[src/rtl/wb_pkg.sv]
// ============================================================================
// Module   : wb_pkg
// Purpose  : Shared constants for the register-file writeback path.
// Revision : 1.0 - initial release
// ============================================================================
`default_nettype none

package wb_pkg;

    localparam logic [2:0] F3_LB  = 3'b000;
    localparam logic [2:0] F3_LH  = 3'b001;
    localparam logic [2:0] F3_LW  = 3'b010;
    localparam logic [2:0] F3_LBU = 3'b100;
    localparam logic [2:0] F3_LHU = 3'b101;

    localparam logic [4:0] REG_ZERO = 5'd0;

endpackage

`default_nettype wire

[src/rtl/load_data_align.sv]
// ============================================================================
// Module   : load_data_align
// Purpose  : Combinational byte/half selection and extension of load data.
// Revision : 1.0 - initial release
// ============================================================================
`default_nettype none

module load_data_align
    import wb_pkg::*;
#(
    parameter int XLEN = 32
) (
    input  logic [2:0]      funct3,
    input  logic [1:0]      offset,
    input  logic [XLEN-1:0] rdata,
    output logic [XLEN-1:0] aligned
);

    logic [XLEN-1:0] w_sel;
    logic [15:0]     w_half;

    always_comb begin
        w_sel   = rdata >> {offset, 3'b000};
        // Half accesses use offset[1] only; a misaligned offset[0] is ignored.
        w_half  = offset[1] ? rdata[31:16] : rdata[15:0];
        aligned = rdata;
        case (funct3)
            F3_LB:   aligned = {{(XLEN-8){w_sel[7]}}, w_sel[7:0]};
            F3_LBU:  aligned = {{(XLEN-8){1'b0}}, w_sel[7:0]};
            F3_LH:   aligned = {{(XLEN-16){w_half[15]}}, w_half};
            F3_LHU:  aligned = {{(XLEN-16){1'b0}}, w_half};
            F3_LW:   aligned = rdata;
            default: aligned = rdata;
        endcase
    end

endmodule

`default_nettype wire

[src/rtl/regfile_writeback_unit.sv]
// ============================================================================
// Module   : regfile_writeback_unit
// Purpose  : Merges ALU and load results into one registered RF write port and
//            tracks pending load destinations to stall decode on hazards.
// Revision : 1.0 - initial release
// ============================================================================
`default_nettype none

module regfile_writeback_unit
    import wb_pkg::*;
#(
    parameter int MAX_LOADS = 2,
    parameter int XLEN      = 32
) (
    input  logic            clk,
    input  logic            rst,
    input  logic            issue_valid,
    input  logic            issue_is_load,
    input  logic [4:0]      issue_rd,
    output logic            issue_ready,
    input  logic [4:0]      src1_addr,
    input  logic [4:0]      src2_addr,
    output logic            stall,
    input  logic            alu_valid,
    input  logic [4:0]      alu_rd,
    input  logic [XLEN-1:0] alu_data,
    input  logic            ld_valid,
    output logic            ld_ready,
    input  logic [4:0]      ld_rd,
    input  logic [2:0]      ld_funct3,
    input  logic [1:0]      ld_offset,
    input  logic [XLEN-1:0] ld_rdata,
    output logic            rf_write_en,
    output logic [4:0]      rf_write_addr,
    output logic [XLEN-1:0] rf_write_data,
    output logic            loads_busy
);

    localparam int             CNT_W     = $clog2(MAX_LOADS + 1);
    localparam logic [CNT_W-1:0] C_MAX_CNT = CNT_W'(MAX_LOADS);

    logic [31:0]      r_pending;
    logic [CNT_W-1:0] r_outstanding;

    logic [31:0]      w_clear;
    logic [31:0]      w_set;
    logic [31:0]      w_pend_eff;
    logic             w_issue_fire;
    logic             w_load_issue;
    logic             w_ld_fire;
    logic [XLEN-1:0]  w_ld_aligned;

    load_data_align #(.XLEN(XLEN)) u_align (
        .funct3  (ld_funct3),
        .offset  (ld_offset),
        .rdata   (ld_rdata),
        .aligned (w_ld_aligned)
    );

    // A register stops stalling in the cycle its write is visible through the RF bypass.
    always_comb begin
        w_clear = '0;
        if (rf_write_en)
            w_clear[rf_write_addr] = 1'b1;
        w_pend_eff = r_pending & ~w_clear;
    end

    assign stall        = w_pend_eff[src1_addr] | w_pend_eff[src2_addr]
                        | (issue_valid & w_pend_eff[issue_rd]);
    assign issue_ready  = ~rst & ~stall & ~(issue_is_load & (r_outstanding == C_MAX_CNT));
    assign w_issue_fire = issue_valid & issue_ready;
    assign w_load_issue = w_issue_fire & issue_is_load;
    assign ld_ready     = ~rst & ~alu_valid;
    assign w_ld_fire    = ld_valid & ld_ready;
    assign loads_busy   = (r_outstanding != '0);

    always_comb begin
        w_set = '0;
        if (w_load_issue && issue_rd != REG_ZERO)
            w_set[issue_rd] = 1'b1;
    end

    always_ff @(posedge clk) begin
        if (rst) begin
            rf_write_en   <= 1'b0;
            rf_write_addr <= '0;
            rf_write_data <= '0;
            r_pending     <= '0;
            r_outstanding <= '0;
        end else begin
            if (alu_valid) begin
                rf_write_en   <= (alu_rd != REG_ZERO);
                rf_write_addr <= alu_rd;
                rf_write_data <= alu_data;
            end else if (w_ld_fire) begin
                rf_write_en   <= (ld_rd != REG_ZERO);
                rf_write_addr <= ld_rd;
                rf_write_data <= w_ld_aligned;
            end else begin
                rf_write_en   <= 1'b0;
            end

            r_pending <= w_pend_eff | w_set;

            case ({w_load_issue, w_ld_fire})
                2'b10: if (r_outstanding != C_MAX_CNT) r_outstanding <= r_outstanding + 1'b1;
                2'b01: if (r_outstanding != '0)        r_outstanding <= r_outstanding - 1'b1;
                default: r_outstanding <= r_outstanding;
            endcase
        end
    end

    always_ff @(posedge clk) begin
        if (!rst && w_ld_fire && ld_rd != REG_ZERO)
            assert (r_pending[ld_rd])
            else $error("load response to a register with no pending load: rd=%0d", ld_rd);
    end

endmodule

`default_nettype wire
[config.mk]
export PLATFORM = sky130hd
export DESIGN_NAME = regfile_writeback_unit
export DESIGN_NICKNAME = d
export VERILOG_FILES = /design/src/rtl/wb_pkg.sv /design/src/rtl/load_data_align.sv /design/src/rtl/regfile_writeback_unit.sv
export SDC_FILE = /design/constraint.sdc
export NUM_CORES = 1
export LEC_CHECK = 0
export ABC_CLOCK_PERIOD_IN_PS = 2500
export CAP_MARGIN = 30
export CORE_UTILIZATION = 45
export CTS_BUF_LIST = sky130_fd_sc_hd__clkbuf_2
export DETAILED_ROUTE_END_ITERATION = 7
export PLACE_DENSITY = 0.79
export SLEW_MARGIN = 20
export SYNTH_ARGS = -nofsm -noshare
export SYNTH_HDL_FRONTEND = slang
export SYNTH_SLANG_ARGS = --single-unit
[constraint.sdc]
create_clock -name clk -period 2.5 [get_ports clk]
set_input_delay 0.375 -clock clk [delete_from_list [all_inputs] [get_ports clk]]
set_output_delay 0.375 -clock clk [all_outputs]
set_load 0.1 [all_outputs]
Yosys cells after proc, flatten, opt, wreduce, memory -nomap -nowiden. Index checks and enable logic that the tools add are counted. W data, S select, Z words.

Add/sub/neg operators: 2. $mul: 0. Divide/modulo/power cells: 0. Order comparisons: 6. Equal/unequal tests: 9. Shift-type cells: 1. Mux-type cells: 23. Bitwise operators: 17. Reduce and logical (&&, ||, !) cells: 11.

Operators with widths (count): $mux W32 (4); $pmux W32 S4 (1); $and A32 B32 Y32 (1); $not A32 Y32 (1); $or A32 B32 Y32 (1); $shr A32 B5 Y8 (1); $lt A5 B6 Y1 const B (4); $mux W16 (1); $bmux W1 S5 (3); $reduce_bool A5 Y1 (3); $demux W1 S5 (2); $ge A5 B1 Y1 const B (2); $mux W5 (2); $and A1 B1 Y1 (8); $mux W1 (7); $eq A3 B3 Y1 const B (2); $ne A2 B2 Y1 const B (3); $reduce_bool A2 Y1 (3); $eq A2 B2 Y1 const B (2); $mux W2 (2); $not A1 Y1 (4); $pmux W2 S2 (1); $eq A3 B1 Y1 const B (1); $logic_and A1 B1 Y1 (3); other kinds (6) (7).

Register bits: 72. Latch bits: 0. RAM bits: 0. Memory bits (read-only): 0. Input port bits: 100. Output and inout bits: 42. Memories: 0.

Longest topological paths before layout. Gate-level depths: netlist (run 1).

Depth after elaboration: 19. Gate-level depth with buffers: 12.

By module. From an unflattened synthesis (run 1), not the netlist that was laid out.

Cell total of the unflattened synthesis: 695. Area, all modules: 5182.5 um^2.

Modules (own cells, without submodules): regfile_writeback_unit (times used 1, cells an instance 586, area each 4554.4 um^2); load_data_align (times used 1, cells an instance 109, area each 628.1 um^2).

Least setup slack after synthesis (run 1). OpenSTA, ideal clock, no wires.

Path kind: reg2out. Start point: register rf_write_en. End point: output issue_ready. Arrival: 6.113 ns. Data required time: 2.125 ns. Slack: -3.988 ns. Cell stages (with the launch flop): 12. Path buffers: 3. Cells stage by stage: dfxtp_1 -> buf_4 -> or4b_1 -> buf_2 -> o21ai_1 -> mux2i_1 -> a211oi_1 -> nand4_1 -> nor4_2 -> buf_2 -> nand2_1 -> a311oi_1.

Cells in the longest elaborated chain, start to end: 10. Elaborated cells between the ends (all ways): 15. Classes of those cells: mux: 7; bitwise: 8.

RTL lines: from (decl) (line regfile_writeback_unit.sv:33) `output logic rf_write_en,`; from (signal assigned) (line regfile_writeback_unit.sv:92) `rf_write_en <= (alu_rd != REG_ZERO);`; from (signal assigned) (line regfile_writeback_unit.sv:96) `rf_write_en <= (ld_rd != REG_ZERO);`; $mux W32 * (line regfile_writeback_unit.sv:63) `if (rf_write_en)`; $not A32 Y32 * (line regfile_writeback_unit.sv:65) `w_pend_eff = r_pending & ~w_clear;`; $and A32 B32 Y32 * (line regfile_writeback_unit.sv:65); $bmux W1 S5 (on tied branches) (line regfile_writeback_unit.sv:68, regfile_writeback_unit.sv:69); $mux W1 (on tied branches) (line regfile_writeback_unit.sv:68, regfile_writeback_unit.sv:69); $or A1 B1 Y1 or $and A1 B1 Y1 (tied branches) (line regfile_writeback_unit.sv:68, regfile_writeback_unit.sv:69); $or A1 B1 Y1 * (line regfile_writeback_unit.sv:69) `| (issue_valid & w_pend_eff[issue_rd]);`; via stall (line regfile_writeback_unit.sv:23) `output logic stall,`; $not A1 Y1 * (line regfile_writeback_unit.sv:70) `assign issue_ready = ~rst & ~stall & ~(issue_is_load & (r_outstanding == C_MAX_CNT));`; $and A1 B1 Y1 * (2 in series) (line regfile_writeback_unit.sv:70); to (decl) (line regfile_writeback_unit.sv:20) `output logic issue_ready,`.

Mark *: on every way through the listed nets, which the timed path passes. The rest lies on a longest branch. The select of a mux whose other input is x is not followed.

Final worst setup path (run 1).
Start point: register rf_write_addr[3]. End point: output issue_ready.

Cells in the longest elaborated chain, start to end: 14. Elaborated cells between the ends (all ways): 20. Classes of those cells: order compare: 2; mux: 9; bitwise: 8; reduce/logical: 1.

RTL lines: from (decl) (line regfile_writeback_unit.sv:34) `output logic [4:0] rf_write_addr,`; from (signal assigned) (line regfile_writeback_unit.sv:93) `rf_write_addr <= alu_rd;`; from (signal assigned) (line regfile_writeback_unit.sv:97) `rf_write_addr <= ld_rd;`; $lt A5 B6 Y1 (not written as such) or $ge A5 B1 Y1 (tied branches) (line regfile_writeback_unit.sv:64) `w_clear[rf_write_addr] = 1'b1;`; $logic_and A1 B1 Y1 (not written as such) (line regfile_writeback_unit.sv:64); $mux W1 (not written as such) (line regfile_writeback_unit.sv:64); $demux W1 S5 * (line regfile_writeback_unit.sv:64); $mux W32 * (line regfile_writeback_unit.sv:63); $not A32 Y32 * (line regfile_writeback_unit.sv:65); $and A32 B32 Y32 * (line regfile_writeback_unit.sv:65); $bmux W1 S5 (on tied branches) (line regfile_writeback_unit.sv:68, regfile_writeback_unit.sv:69); $mux W1 (on tied branches) (line regfile_writeback_unit.sv:68, regfile_writeback_unit.sv:69); $or A1 B1 Y1 or $and A1 B1 Y1 (tied branches) (line regfile_writeback_unit.sv:68, regfile_writeback_unit.sv:69); $or A1 B1 Y1 * (line regfile_writeback_unit.sv:69); $not A1 Y1 * (line regfile_writeback_unit.sv:70); $and A1 B1 Y1 * (2 in series) (line regfile_writeback_unit.sv:70).

Every way passes the cells marked *; elsewhere a longest branch is shown, timed or not. The select of a mux whose other input is x is not followed.

==> results of run 1 <==
stage by stage:
step           instance area (um2)  util, %  setup WS, ps
4_1_cts                       7792    74.15         -1266
2_1_floorplan                 5041        -         -1397
6_report                      7911    75.28         -1252
3_3_place_gp                  7506    71.43        -927.6
5_1_grt                       7911    75.28         -1401
3_5_place_dp                  7506    71.43        -943.8
final cells by class:
class / instances / share of cell area (%)
Multi-Input combinational cell: 519 / 42.73
Inverter: 16 / 0.7591
Clock buffer: 9 / 0.5693
Tap cell: 136 / 2.151
Clock inverter: 7 / 0.7591
Sequential cell: 72 / 18.47
Timing Repair Buffer: 319 / 34.56
flip-flops by register name, indices dropped and copies added (netlist names):
| signal | flops |
|---|---|
| rf_write_en | 1 |
| rf_write_addr | 5 |
| rf_write_data | 32 |
| r_outstanding | 2 |
| r_pending | 32 |
path summary, 6_finish.rpt:
check                           cells after the start  slack (ps)                      startpoint                              to
worst max-delay path                               11       -1250   rf_write_addr[3]$_SDFFE_PP0P_                     issue_ready
worst min-delay path                                2         130                             rst   r_outstanding[1]$_SDFFE_PP0P_
worst max register to register                     12        -580   rf_write_addr[3]$_SDFFE_PP0P_        r_pending[27]$_SDFF_PP0_
worst min register to register                      2         540  rf_write_data[14]$_SDFFE_PP0P_  rf_write_data[14]$_SDFFE_PP0P_
worst reg2reg max path, stage by stage, from the launching register on:
cell and delay (ps):
dfxtp_4 410, or4b_4 600, buf_6 160, o211ai_1 150
a32o_1 180, a221o_1 210, nor4_4 80, nor4_4 290
buf_4 190, buf_4 210, nand2_1 70, buf_4 170
o32ai_1 280
what timing repair did:
item | 4_1_cts | 5_1_grt
hold buffers | 0 | 0
gates resized for setup | 21 | 14
buffers inserted | 12 | 8
cloned | 0 | 1
endpoints found under the setup margin | 35 | 35
pin swaps | 7 | 20
cells by family (layout without fill, tap and decap cells):
kind of cell	count (synthesis)	in the layout	synth area share (%)
AO/OA/AOI/OAI	251	251	33.38
AND/OR/NAND/NOR	235	235	24.09
buffers and inverters	81	351	6.439
flip-flops	72	72	29.09
multiplexers	30	30	6.465
XOR/XNOR	3	3	0.5304
cell usage in the layout, fill, tap and decap left out, drive strengths merged, types with 4 or more instances in the layout:
master / netlist / layout
buf: 16 / 222
nor2: 100 / 100
clkdlybuf4s50: 0 / 96
a21oi: 84 / 84
dfxtp: 72 / 72
o21ai: 36 / 36
o211ai: 28 / 28
nor3: 25 / 25
nand2: 24 / 24
mux2i: 23 / 23
nand2b: 21 / 21
inv: 15 / 19
nand4: 18 / 18
o22ai: 14 / 14
a211oi: 14 / 14
a221oi: 11 / 11
clkbuf: 49 / 10
a22oi: 8 / 8
o2111ai: 8 / 8
o32ai: 8 / 8
o221ai: 7 / 7
mux2: 6 / 6
a311oi: 6 / 6
nand3: 5 / 5
and3: 4 / 4
nor2b: 4 / 4
nor4b: 4 / 4
o22a: 4 / 4
or3: 4 / 4
nand4b: 4 / 4
a41oi: 4 / 4
routing by layer:
metal	vias up	part of all wire, %	GRT usage, %
li1	3097	-	-
met1	3129	41	48.74
met2	456	44	61.01
met3	89	10	8.997
met4	0	4.3	15.66
met5	-	0	0
report_power, final:
| part | total, uW | leakage [uW] | switching (uW) | internal (uW) |
|---|---|---|---|---|
| Combinational | 1380 | 0.00247 | 853 | 525 |
| Sequential | 1230 | 0.000592 | 38.0 | 1200 |
| Clock | 659 | 0.0000653 | 509 | 150 |
==> metrics, run 1 <==
status finished with violations; failing checks setup timing; syn nets a little under 800; crit path launch type register; DRC 0; Max-Cap Viols 0; routability cong. about 1; gate count of the mapped netlist ~670; Antenna Cells 0; Initial DRC Count about 990; post-synthesis async set-or-reset flop share 0%; setup_tns -15,680 ps; crit path time final between 3000 and 4000 ps; Post-synth top flop dfxtp_1; GR Util All Layers between 30% and 40%; Synth top area share between 20% and 30%; # placed instances 1,044; Num CTS Buffers 9; area leader, netlist dfxtp_1; Post-Synthesis Cell Area around 5000 um2; Min-Delay Path Class input port to register; CP endpoint kind output port; critical-path cell list or4b_4 -> buf_6 -> o211ai_1 -> a32o_1 -> a221o_1 -> nor4_4 -> nor4_4 -> buf_4 -> nand2_8 -> a311oi_4 -> buf_12; Max Clk Rate approximately 270 MHz; worst skew pair latency slightly above 600 ps; VDD IR max ~0.36 mV; Worst-path clk slew 230 ps; H-tree depth 3; DRT Pass-1 Iters 6; Vias roughly 6,800; initial antenna violation count 0; Buffers on Ports around 140; RSZ-0062 raised after global routing yes; CP max stage delay about 600 ps; Yosys warnings 0; Finished Layout Cells roughly 1,100; CP top delay family simple AND/OR/NAND/NOR gates; DR WL/cell 20.09 um; Reg area about 1500 um2; Core ar. between 10,000 and 15,000 um2; FF+latch count, synth slightly above 70; Area Growth Syn to Fin 59.67%; synthesized area per cell 7.373 um2; setup violators final 35; Row Count 37; Final Hold Viols 0; Routed WL 21.65 mm; FILL cells 777; number of distinct library cells after synthesis 64; CP Class register to output port; total gr overflow 0; first-pass GRT wire length approximately 33 mm; Total Die Area between 10,000 and 15,000 um2; WP buf/inv 3; Multi-input gate area 3381 um2; final period utilization 150.1%; share of cells above drive strength 1 between 20% and 30%; setup ws final -1252 ps; relative slew slack 64.67%; worst-margin pin slew around 530 ps; Layout Nets approximately 1,000; DIE HEIGHT ~110 um; clock skew between 40 and 50 ps; synth top area cells dfxtp_1 29%, a21oi_1 8.5%, nor2_1 7.6%, mux2i_1 4.6%, o211ai_1 4.2%; Longest Clk Path Bufs 2; number of flops mapped to enable cells by yosys 0; # clock sinks 72; Seq/Total Area, Yosys ~29%; crit path max fanout 4; TritonCTS clock tree done; most numerous cell on the critical path nor4_4; Initial Utilization 47.15%; vias per inst roughly 6.3; Post-synth top cells 100 x nor2_1, 84 x a21oi_1, 72 x dfxtp_1, 49 x clkbuf_1, 31 x o21ai_0; Root Buffer clkbuf_2; hpwl dp roughly 16 mm; vias in the first global route 6,454; WP data arrival 3380 ps; largest net degree at the start of global routing between 70 and 80; WHS 131.5 ps; antenna-violating nets left 0; CP max-delay cell or4b_4; Power, Total around 3300 uW; # IOs 142; Slew Viols, Final 0; Die X roughly 110 um; Leakage 0.003126 uW; most common cell in the netlist nor2_1; CP required 2120 ps; power per cell area 413.5 nW/um2
Note: power is estimated with default switching activity, not from simulation.
==> run 2, diff against run 1 <==
--- a/config.mk
+++ b/config.mk
@@ -6,10 +6,11 @@
 export NUM_CORES = 1
 export LEC_CHECK = 0
 export ABC_CLOCK_PERIOD_IN_PS = 2500
-export CAP_MARGIN = 30
+export CORE_ASPECT_RATIO = 1.1
 export CORE_UTILIZATION = 45
 export CTS_BUF_LIST = sky130_fd_sc_hd__clkbuf_2
 export DETAILED_ROUTE_END_ITERATION = 7
+export GPL_TIMING_DRIVEN = 0
 export PLACE_DENSITY = 0.79
 export SLEW_MARGIN = 20
 export SYNTH_ARGS = -nofsm -noshare
==> run 2 against run 1 <==
  * Register-to-register slack improved by 80 ps
  * Cell count fell by 8.5%
  * The flow still finishes with violations (setup timing)
  * Flip-flop and latch count did not move
  * Maximum frequency fell by 2.1%
==> metrics, run 2 (synthesis results as in run 1) <==
Worst-path clk slew 250 ps (+20 ps); CP max-delay cell or4b_4; Num CTS Buffers 9 (unchanged); Slew Viols, Final 0 (unchanged); Power, Total 3379 uW (+3.3%); share of cells above drive strength 1 15.56% (-14 points); setup_tns -15,090 ps (+593.1 ps); Initial DRC Count 462 (-53%); crit path time final 3834 ps (+81.24 ps); Largest regs r_pending x32, rf_write_data x32, rf_write_addr x5; vias in the first global route 6,572 (+1.8%); status finished with violations; worst skew pair latency 550 ps (-60 ps); crit path max fanout 4 (unchanged); Final Hold Viols 0 (unchanged); largest net degree at the start of global routing 14 (-82%); critical-path cell list or4b_4 -> o21ai_4 -> mux2i_1 -> a211oi_2 -> nand4_1 -> nor4_4 -> buf_6 -> nand2_8 -> a311oi_4 -> buf_12; CP Class register to output port; H-tree depth 3 (unchanged); WP data arrival 3460 ps (+80 ps); Max-Cap Viols 0 (unchanged); DR WL/cell 23.10 um (+15%); vias per inst 6.578 (+4.7%); worst-margin pin slew 1035 ps (+505.7 ps); # IOs 142 (unchanged); # hold bufs at CTS 0 (unchanged); crit path launch type register; failing checks setup timing; first-pass GRT wire length 34.80 mm (+4.1%); Min-Delay Path Class input port to register; Total Die Area 11,430 um2 (about the same); Root Buffer clkbuf_2; DRT Pass-1 Iters 5 (-1); RSZ-0062 raised after global routing yes; # placed instances 946 (-9.4%); CP endpoint kind output port; TritonCTS clock tree done; setup ws final -1334 ps (-81.24 ps); Die X 102.0 um (-4.6%); relative slew slack 30.91% (-34 points); final period utilization 153.3% (+3.2 points); Leakage 0.002779 uW (-11%); initial antenna violation count 1 (+1); Initial Utilization 47.01% (-0.14 points); hpwl dp 16.91 mm (+3.0%); setup violators final 35 (unchanged); CP required 2120 ps (about the same); worst slack at placement -2638 ps (-1694 ps); Area Growth Syn to Fin 48.59%; FILL cells 893 (+15%); Buffers on Ports 131 (-7.1%); GR Util All Layers 40.14% (+2.2 points); commonest non-fill, non-tap cell in the layout clkdlybuf4s50_1; CP max stage delay 600 ps (about the same); Layout Nets 937 (-9.6%); Max Clk Rate 260.9 MHz (-2.1%); clock skew 29.19 ps (-17.15 ps); Routed WL 22.77 mm (+5.2%); Finished Layout Cells 986 (-8.5%); # clock sinks 72 (unchanged); most frequent cells in the layout 101 x clkdlybuf4s50_1, 99 x nor2_1, 81 x a21oi_1; DRC 0 (unchanged); Core ar. 10,540 um2 (+0.30%); DIE HEIGHT 112.1 um (+4.8%); antenna-violating nets left 0 (unchanged); routability cong. 0.9833 (-1.7%); Longest Clk Path Bufs 2 (unchanged); power per cell area 459.0 nW/um2 (+11%); Row Count 39 (+5.4%); VDD IR max 0.3413 mV (-5.1%); Vias 6,486 (-4.2%); total gr overflow 0 (unchanged)
-- run 2: cell count changes in the layout (fill, tap and decap cells not counted), moves of 7 or more --
cell	delta
buf_4	-183
dlygate4sd2_1	+8
o32ai_2	+8
o32ai_1	-8
clkbuf_1	+40
o21ai_2	+7
dlymetal6s2s_1	+18
o21ai_0	-15
-- run 2: worst max-delay path: cells and delay by family, from the launching register on --
kind	cells	cell delay, ps
and+or+nand+nor	4	1260
AOI/OAI and AO/OA	3	730
DFF	1	400
buffers and inverters	2	400
muxes	1	120
-- run 2: layer usage --
| layer | share of wire, % | GRT usage (%) |
|---|---|---|
| met5 | 0 | 0 |
| met4 | 6.2 | 23.81 |
| met3 | 10 | 13.33 |
| met2 | 48 | 66.85 |
| met1 | 35 | 43.81 |
-- run 2: per-stage QoR --
step	hold WS [ps]	area [um2]	utilization [%]
floorplan	453.0	5041	-
global placement	482.8	6531	61.97
detailed placement	495.7	6531	61.97
CTS	399.4	7181	68.13
global route	392.6	7362	69.85
finish	409.1	7362	69.85
-- run 2: where the power goes --
part	total, uW	internal [uW]	switching, uW
combinational	1350	472	883
sequential	1230	1190	35.5
clock	794	330	464
total	3380	2000	1380
-- run 2: cell type report --
class                   count  area [um2]  area share (%)
repair buffers            157        1569           21.31
clock buffers               9       45.04          0.6118
well taps                 143       178.9           2.430
plain buffers              62       335.3           4.555
diodes                      1       2.502         0.03399
clock inverters             7       96.34           1.309
flip-flops and latches     72        1464           19.88
inverters                  16       60.06          0.8158
multi-input cells         519        3611           49.05
-- run 2: final timing paths --
kind	depth (start not counted)	end	from	slack, ps
max	10	issue_ready	rf_write_addr[3]$_SDFFE_PP0P_	-1330
min	3	rf_write_data[10]$_SDFFE_PP0P_	alu_data[10]	410
max reg2reg	15	r_outstanding[1]$_SDFFE_PP0P_	rf_write_addr[1]$_SDFFE_PP0P_	-500
min reg2reg	2	r_pending[16]$_SDFF_PP0_	r_pending[16]$_SDFF_PP0_	530
-- run 2: what timing repair did --
action                                  in CTS  in global routing
setup buffers                               19                  4
endpoints found under the hold margin        0                  0
endpoints found under the setup margin      44                 62
gates resized for setup                    122                 48
pin swaps                                   12                 12
cloned                                       2                  1
